## config.mk

```make
export PLATFORM = sky130hd
export DESIGN_NAME = config_reg
export DESIGN_NICKNAME = d
export VERILOG_FILES = /design/src/rtl/rast_pkg.sv /design/src/rtl/config_reg.sv
export SDC_FILE = /design/constraint.sdc
export NUM_CORES = 2
export LEC_CHECK = 0
export BUFFER_PORTS_ARGS = -buffer_cell sky130_fd_sc_hd__buf_2
export CORE_AREA = 2 2 485 487
export DETAILED_ROUTE_END_ITERATION = 6
export DIE_AREA = 0 0 487 489
export PLACE_DENSITY = 0.39
export SLEW_MARGIN = 40
export SYNTH_ARGS = -nofsm -noshare
export SYNTH_HDL_FRONTEND = slang
export SYNTH_SLANG_ARGS = --single-unit
export TNS_END_PERCENT = 1
```

## constraint.sdc

```tcl
create_clock -name clk -period 2.43 [get_ports clk]
set_input_delay 0.6075 -clock clk [delete_from_list [all_inputs] [get_ports clk]]
set_output_delay 0.6075 -clock clk [all_outputs]
set_load 0.01 [all_outputs]
```

## src/rtl/rast_pkg.sv

```systemverilog
// Shared rasterizer constants: register map, base-address width, control/status bit positions.
package rast_pkg;

  localparam int BASE_W = 26;

  localparam logic [15:0] ADDR_MV    = 16'h0000;
  localparam logic [15:0] ADDR_MVP   = 16'h0010;
  localparam logic [15:0] ADDR_LIGHT = 16'h0020;
  localparam logic [15:0] ADDR_FB    = 16'h0023;
  localparam logic [15:0] ADDR_VB    = 16'h0024;
  localparam logic [15:0] ADDR_CTRL  = 16'h0025;
  localparam logic [15:0] ADDR_TEST  = 16'h0026;

  localparam int CTRL_START_BIT    = 0;
  localparam int CTRL_CLR_DONE_BIT = 1;
  localparam int STAT_BUSY_BIT     = 0;
  localparam int STAT_DONE_BIT     = 1;
  localparam int TEST_BIT          = 0;

endpackage

```

## src/rtl/config_reg.sv

```systemverilog
// Avalon-MM register file for the rasterizer: writes land same edge, reads return one cycle later.
// No wait states, no backpressure; start_render pulses once per accepted start, busy/done track completion.
module config_reg
  import rast_pkg::*;
#(
  parameter int DATA_W = 32,
  parameter int ADDR_W = 16,
  parameter int BASE_W = rast_pkg::BASE_W
) (
  input  logic              clk,
  input  logic              reset_n,
  input  logic [DATA_W-1:0] writedata,
  input  logic              write,
  input  logic              read,
  input  logic [ADDR_W-1:0] address,
  output logic [DATA_W-1:0] readdata,
  output logic [DATA_W-1:0] MV       [16],
  output logic [DATA_W-1:0] MVP      [16],
  output logic [DATA_W-1:0] lighting [3],
  output logic [BASE_W-1:0] frame_buffer_base,
  output logic [BASE_W-1:0] vertex_buffer_base,
  output logic              start_render,
  output logic              test,
  input  logic              done_in
);

  localparam logic [0:0] IDLE = 1'b0;
  localparam logic [0:0] BUSY = 1'b1;

  logic [DATA_W-1:0] r_mv    [16];
  logic [DATA_W-1:0] r_mvp   [16];
  logic [DATA_W-1:0] r_light [3];
  logic [BASE_W-1:0] r_fb;
  logic [BASE_W-1:0] r_vb;
  logic              r_test;
  logic [0:0]        r_state;
  logic              r_done;
  logic              r_start;
  logic [DATA_W-1:0] r_rdata;

  logic              w_is_mv;
  logic              w_is_mvp;
  logic              w_busy;
  logic              w_ctrl_wr;
  logic              w_start_req;
  logic              w_clr_done;
  logic [DATA_W-1:0] w_rdata;

  assign w_is_mv     = (address[ADDR_W-1:4] == ADDR_MV[ADDR_W-1:4]);
  assign w_is_mvp    = (address[ADDR_W-1:4] == ADDR_MVP[ADDR_W-1:4]);
  assign w_busy      = (r_state == BUSY);
  assign w_ctrl_wr   = write && (address == ADDR_CTRL);
  assign w_start_req = w_ctrl_wr && writedata[CTRL_START_BIT];
  assign w_clr_done  = w_ctrl_wr && writedata[CTRL_CLR_DONE_BIT];

  always_ff @(posedge clk or negedge reset_n) begin
    if (!reset_n) begin
      for (int i = 0; i < 16; i++) begin
        r_mv[i]  <= '0;
        r_mvp[i] <= '0;
      end
      for (int i = 0; i < 3; i++) r_light[i] <= '0;
      r_fb   <= '0;
      r_vb   <= '0;
      r_test <= 1'b0;
    end else if (write) begin
      if (w_is_mv) begin
        r_mv[address[3:0]] <= writedata;
      end else if (w_is_mvp) begin
        r_mvp[address[3:0]] <= writedata;
      end else begin
        case (address)
          ADDR_LIGHT:          r_light[0] <= writedata;
          ADDR_LIGHT + 16'd1:  r_light[1] <= writedata;
          ADDR_LIGHT + 16'd2:  r_light[2] <= writedata;
          ADDR_FB:             r_fb       <= writedata[BASE_W-1:0];
          ADDR_VB:             r_vb       <= writedata[BASE_W-1:0];
          ADDR_TEST:           r_test     <= writedata[TEST_BIT];
          default:             ;
        endcase
      end
    end
  end

  // Completion wins over a start arriving in the same cycle: start is only honoured from IDLE.
  always_ff @(posedge clk or negedge reset_n) begin
    if (!reset_n) begin
      r_state <= IDLE;
      r_done  <= 1'b0;
      r_start <= 1'b0;
    end else begin
      r_start <= 1'b0;
      case (r_state)
        IDLE: begin
          if (w_clr_done) r_done <= 1'b0;
          if (w_start_req) begin
            r_state <= BUSY;
            r_done  <= 1'b0;
            r_start <= 1'b1;
          end
        end
        BUSY: begin
          if (done_in) begin
            r_state <= IDLE;
            r_done  <= 1'b1;
          end else if (w_clr_done) begin
            r_done <= 1'b0;
          end
        end
        default: r_state <= IDLE;
      endcase
    end
  end

  always_comb begin
    w_rdata = '0;
    if (w_is_mv) begin
      w_rdata = r_mv[address[3:0]];
    end else if (w_is_mvp) begin
      w_rdata = r_mvp[address[3:0]];
    end else begin
      case (address)
        ADDR_LIGHT:         w_rdata = r_light[0];
        ADDR_LIGHT + 16'd1: w_rdata = r_light[1];
        ADDR_LIGHT + 16'd2: w_rdata = r_light[2];
        ADDR_FB:            w_rdata = {{(DATA_W-BASE_W){1'b0}}, r_fb};
        ADDR_VB:            w_rdata = {{(DATA_W-BASE_W){1'b0}}, r_vb};
        ADDR_CTRL: begin
          w_rdata[STAT_BUSY_BIT] = w_busy;
          w_rdata[STAT_DONE_BIT] = r_done;
        end
        ADDR_TEST:          w_rdata[TEST_BIT] = r_test;
        default:            w_rdata = '0;
      endcase
    end
  end

  // Read data is captured from pre-edge state, so a same-cycle write to the same word reads old data.
  always_ff @(posedge clk or negedge reset_n) begin
    if (!reset_n) begin
      r_rdata <= '0;
    end else if (read) begin
      r_rdata <= w_rdata;
    end
  end

  assign readdata           = r_rdata;
  assign MV                 = r_mv;
  assign MVP                = r_mvp;
  assign lighting           = r_light;
  assign frame_buffer_base  = r_fb;
  assign vertex_buffer_base = r_vb;
  assign start_render       = r_start;
  assign test               = r_test;

endmodule

```

; ---- Word-level counts from Yosys, hierarchy flattened
; Cells that the tools add are included.
; Widths: inputs -> output; s select.
[classes]
addsub = 0
mul = 0
div_mod_pow = 0
n_lt_le_gt_ge = 2
n_eq_ne = 8
shift = 0
muxes = 23
bitwise_logic = 4
n_reduce_logical = 13
[op_table]
columns = operator, n
row1 = $bwmux 512, 2
row2 = $bmux 32 s4, 2
row3 = $mux 32, 7
row4 = $pmux 30 s5, 1
row5 = $demux 32 s4, 1
row6 = $eq 16x6->1 const B, 7
row7 = $reduce_and 4->1, 6
row8 = $eq 12x1->1 const B, 1
row9 = $logic_not 12->1, 1
row10 = $pmux 1 s7, 1
row11 = $mux 1, 6
row12 = $pmux 1 s6, 1
row13 = $ge 5x5->1 const B, 1
row14 = $lt 5x1->1 const B, 1
row15 = $not 4->5, 1
row16 = $logic_and 1x1->1, 4
row17 = $pmux 1 s2, 2
row18 = $not 1->1, 3
row19 = $reduce_and 3->1, 1
row20 = $reduce_and 2->1, 1
[word_totals]
regBits = 1208
latchBits = 0
mem_bits_rw = 0
romBits = 0
out_inout_bits = 1206
n_memories = 0

; ---- Depth between registers and ports, before layout
[logic_depth]
ltp_word = 6
mapped_depth = 9

; ---- Worst setup path after synthesis
; Ideal clock, no wire load.
[synth_path]
kind = input to register
from = input address[1]
to = register r_rdata[13] (netlist: readdata[13])
setup_time_ns = 0.124
arrival_ns = 2.460
required_time_ns = 2.306
setup_slack_ns = -0.154
cell_stages = 8
n_path_buf = 4
path_cell_list = buf_2 buf_2 buf_2 clkbuf_1 mux4_2 a22oi_1 a21oi_1 o31a_1
[synth_via]
elab_chain_cells = 6
[synth_rtl]
columns = item, line_no
row1 = from (decl), config_reg.sv:15  ; input logic [ADDR_W-1:0] address,
row2 = $not 4->5 (implied by the code), "config_reg.sv:118, config_reg.sv:120"
row3 = $bmux 32 s4, config_reg.sv:120  ; w_rdata = r_mvp[address[3:0]];
row4 = $mux 32 (implied by the code) (2 in series), config_reg.sv:120
row5 = $mux 32, config_reg.sv:119  ; end else if (w_is_mvp) begin
row6 = $mux 32 (*), config_reg.sv:117  ; if (w_is_mv) begin
row7 = to (signal assigned), config_reg.sv:143  ; r_rdata <= w_rdata;
row8 = to (decl), config_reg.sv:39  ; logic [DATA_W-1:0] r_rdata;
; Every way passes the cells marked *; elsewhere a longest branch is shown, timed or not. The select of a mux whose other input is x is not followed.
; A chain may end at the register's enable or synchronous reset.

; ---- Worst setup path after layout
[layout_path]
from = input address[0]
to = register r_rdata[2] (netlist: readdata[2])
; Same word-level chain as after synthesis.

==> results.yml <==
sta:
  finalSetupViolCount: 1
  rsz0062_at_grt: "false"
  drv_slew: 0
  final_hold_viol_count: 0
  fmax_mhz: 405
  tightest_slew_ns: 0.876
  finalSetupTns_ns: -0.0401
  finalCritPeriodShare_pct: 102
  layout_setup_ws_ns: -0.0401
  min_period_ns: 2.47
  max_slew_margin_pct: 41.0
  clock_skew_ns: 0.0507
clock_network:
  htree_levels: 4
  cts_buffer_depth: 3
  cts_resized: 0
  cts_tree: "done"
  path_clk_slew_ns: 0.06
  cts.sinks: 1208
  ctsRootBufferMaster: "clkbuf_16"
  cts_buffers: 154
  post-cts-setup-buffer-count: 0
  insertion_delay_ns: 0.81
setup_path:
  slowest_delay_ns: 0.70
  worstReg2RegStart: "MVP[130]"
  cp-startpoint: "address[0]"
  reg2reg_slack_ns: 0.07
  arrival_ns: 3.14
  path_cells: "buf_8, buf_12, buf_4, mux4_2, a22o_1, o21ai_0, buf_4, a31oi_1"
  critPathMaxFanout: 17
  endpoint_kind: "register"
  worstPathRequired_ns: 3.10
  worstSetupPathType: "input pin to register"
  reg2reg_depth: 5
  cp_slowest_cell: "o21ai_0"
  cp-start-kind: "input pin"
  cpMostUsedCell: "buf_4"
  r2r_end: "readdata[2]"
power:
  intPower_w: 0.0347
  seqPwrFrac_pct: 43.5
  power_frac_comb_pct: 5.8
  ir_worst_vdd_mv: 0.465
  clock_power_share_pct: 50.7
  power_density_nw_per_um2: 628
  p_switching_w: 0.0118
  leakage_nw: 39.5
  finalPower_w: 0.0464
  swShare_pct: 25.4
grt:
  antenna_found_initial: 36
  grt_pass1_wl_um: 401000
  grt_usage_pct: 24.8
  globalRouteOverflowTotal: 0
  grt_max_degree: 99
  first_global_vias: 41000
routing:
  firstDrtPassIters: 5
  routed_via_density: 4.83
  vias: 40200
  route.detailed.drc: 0
  drtIter0Drc: 2399
  routedWlPerCell_um: 36.5
  drt-total-wl_um: 303000
  final_antenna_net_count: 0
logic_synthesis:
  synth_ff_type: "dfrtp_1"
  synthCells: 3614
  synth_cell_types: 50
  yosys.area_share.adder_pct: 0
  synth_xor_area_share_pct: 0
  yosysWarnings: 0
  synth_edf_count: 0
  synthMuxAreaShare_pct: 35.5
  ys_seq_area_share_pct: 55.4
  ys_ff_latch: 1208
  ys_top_cells_by_area: "dfrtp_1 (55%), mux2_2 (23%), mux4_2 (8.7%)"
  avgSynthCellArea_sq_um: 15.1
  synthSimpleGateAreaFrac_pct: 1.83
  yosysTopAreaCellShare_pct: 55.4
  synth_fp_nets: 3667
  async_flop_share_pct: 100
  synth_compound_area_share_pct: 4.30
  synth_top_cell_by_area: "dfrtp_1"
  synth_top_family_by_area: "multiplexers"
  syn_area_sq_um: 54600
status:
  run_status: "finished with violations"
  violations: "negative setup slack"
floorplanning:
  die_area_sq_um: 238000
  core-area_sq_um: 234000
  rows: 178
  pin_count: 1259
  start_util_pct: 23.4
  fp.dieH_um: 489
  die_w_um: 487
placement:
  port_buffers: 1258
  dp_hpwl_um: 235000
  dp_cells: 8024
  place_congestion: 0.855
  dpl-instance-area_sq_um: 68700
layout:
  area_growth_pct: 35.5
  final.fill_count: 23500
  final_layout_size_suffix_gt1_share_pct: 64.7
  final_nets: 5174
  finalInstanceArea_sq_um: 73900
  stdcell_count: 8308
worst_hold_path:
  hold_path_end: "r_done"
  hold_path_depth: 3
  hold_path.class: "input pin to register"
  min_from: "done_in"
job:
  maxCapViolCount: 0
==> logic make-up (layout without fill, tap and decap cells) <==
group / Yosys count / in the layout
AO/OA/AOI/OAI: 337 / 337
buffers and inverters: 364 / 1990
flip-flops: 1208 / 1208
multiplexers: 1514 / 1514
other: 0 / 8
AND/OR/NAND/NOR: 191 / 191
==> worst max-delay path: cells and delay by family <==
kind | cells | cell delay, ns
AO/OA/AOI/OAI | 3 | 1.04
multiplexers | 1 | 0.49
buffers and inverters | 4 | 0.92
==> synthesized netlist by cell type (3+ instances only) <==
| library cell | number |
|---|---|
| dfrtp_1 | 1208 |
| buf_4 | 5 |
| a311oi_1 | 6 |
| nor2_1 | 43 |
| nand2_1 | 68 |
| or4_1 | 3 |
| a22o_1 | 39 |
| o21ai_0 | 65 |
| nand4_1 | 6 |
| buf_2 | 96 |
| nand2_4 | 4 |
| o31a_1 | 12 |
| a22oi_1 | 90 |
| a21oi_1 | 42 |
| nor2b_1 | 10 |
| a31oi_1 | 25 |
| mux2_2 | 1124 |
| mux2i_1 | 97 |
| mux2_4 | 20 |
| a211oi_1 | 7 |
| a221oi_1 | 23 |
| clkbuf_1 | 179 |
| a21o_1 | 11 |
| buf_1 | 68 |
| mux4_2 | 212 |
| mux2_1 | 61 |
| a31o_2 | 14 |
| nand3_1 | 32 |
| buf_6 | 14 |
==> registers in the layout (all words and copies together) (netlist names) <==
register	cells
MVP	512
readdata	32
r_state	1
MV	512
r_done	1
vertex_buffer_base	26
start_render	1
lighting	96
test	1
frame_buffer_base	26
==> area by class of cell <==
| class | count | area, sq um | share of cell area [%] |
|---|---|---|---|
| Multi-Input combinational cell | 2042 | 23100 | 31.2 |
| Sequential cell | 1208 | 30200 | 40.9 |
| Clock inverter | 51 | 619 | 0.838 |
| Antenna cell | 8 | 20.0 | 0.0271 |
| Timing Repair Buffer | 1713 | 11600 | 15.7 |
| Inverter | 2 | 7.51 | 0.0102 |
| Tap cell | 3060 | 3830 | 5.18 |
| Clock buffer | 224 | 4560 | 6.16 |
==> metrics by stage <==
step / hold WS, ns / worst slack [ns] / utilization [%]
6_report: 0.0965 / -0.0401 / 31.6
5_1_grt: 0.0605 / 0.0345 / 31.6
4_1_cts: 0.0182 / 0.155 / 31.6
3_5_place_dp: 0.503 / -0.722 / 29.4
3_3_place_gp: 0.489 / -0.703 / 29.4
2_1_floorplan: 0.312 / -0.151 / -
==> what timing repair did <==
item | CTS | global route
hold endpoints to repair | 57 | 0
hold buffers | 1 | 0
setup endpoints to repair | 0 | 0
==> worst max path at each step <==
stage	cells after the start	to
6_report	8	readdata[2]
3_5_place_dp	8	readdata[2]
2_1_floorplan	6	frame_buffer_base[10]
4_1_cts	1	lighting[16]
5_1_grt	8	readdata[2]
3_3_place_gp	8	readdata[2]
==> power groups by stage <==
stage	sequential [W]	combinational, W	clock [W]
floorplan	0.0206	0.000862	0
global placement	0.0206	0.00275	0
detailed placement	0.0206	0.00276	0
CTS	0.0202	0.00276	0.0242
global route	0.0202	0.00289	0.0250
finish	0.0202	0.00269	0.0236
==> metal layers <==
metal	global-route usage [%]	vias to the layer above	wire length [um]
li1	-	16600	-
met1	31.6	21800	126000
met2	39.8	1451	142000
met3	8.27	308	25200
met4	7.65	8	9950
met5	0	-	53
==> layout by cell type (no fill, tap or decap), types with 20 or more instances in the layout <==
cell       synthesis  routed
a21oi_1           42      42
a221oi_1          23      23
mux4_2           212     212
clkinv_2           0      26
nand2_1           68      58
clkbuf_1         179      27
clkbuf_16          0     155
mux2i_1           97      97
buf_12             0     146
mux2_4            20      20
a22oi_1           90      90
mux2_2          1124    1124
a31oi_1           25      25
a22o_1            39      39
mux2_1            61      61
o21ai_0           65      65
clkbuf_8           0      43
buf_2             96    1249
dfrtp_1         1208    1208
buf_4              5     313
nor2_1            43      39
Power figures use the tool's default switching activity.
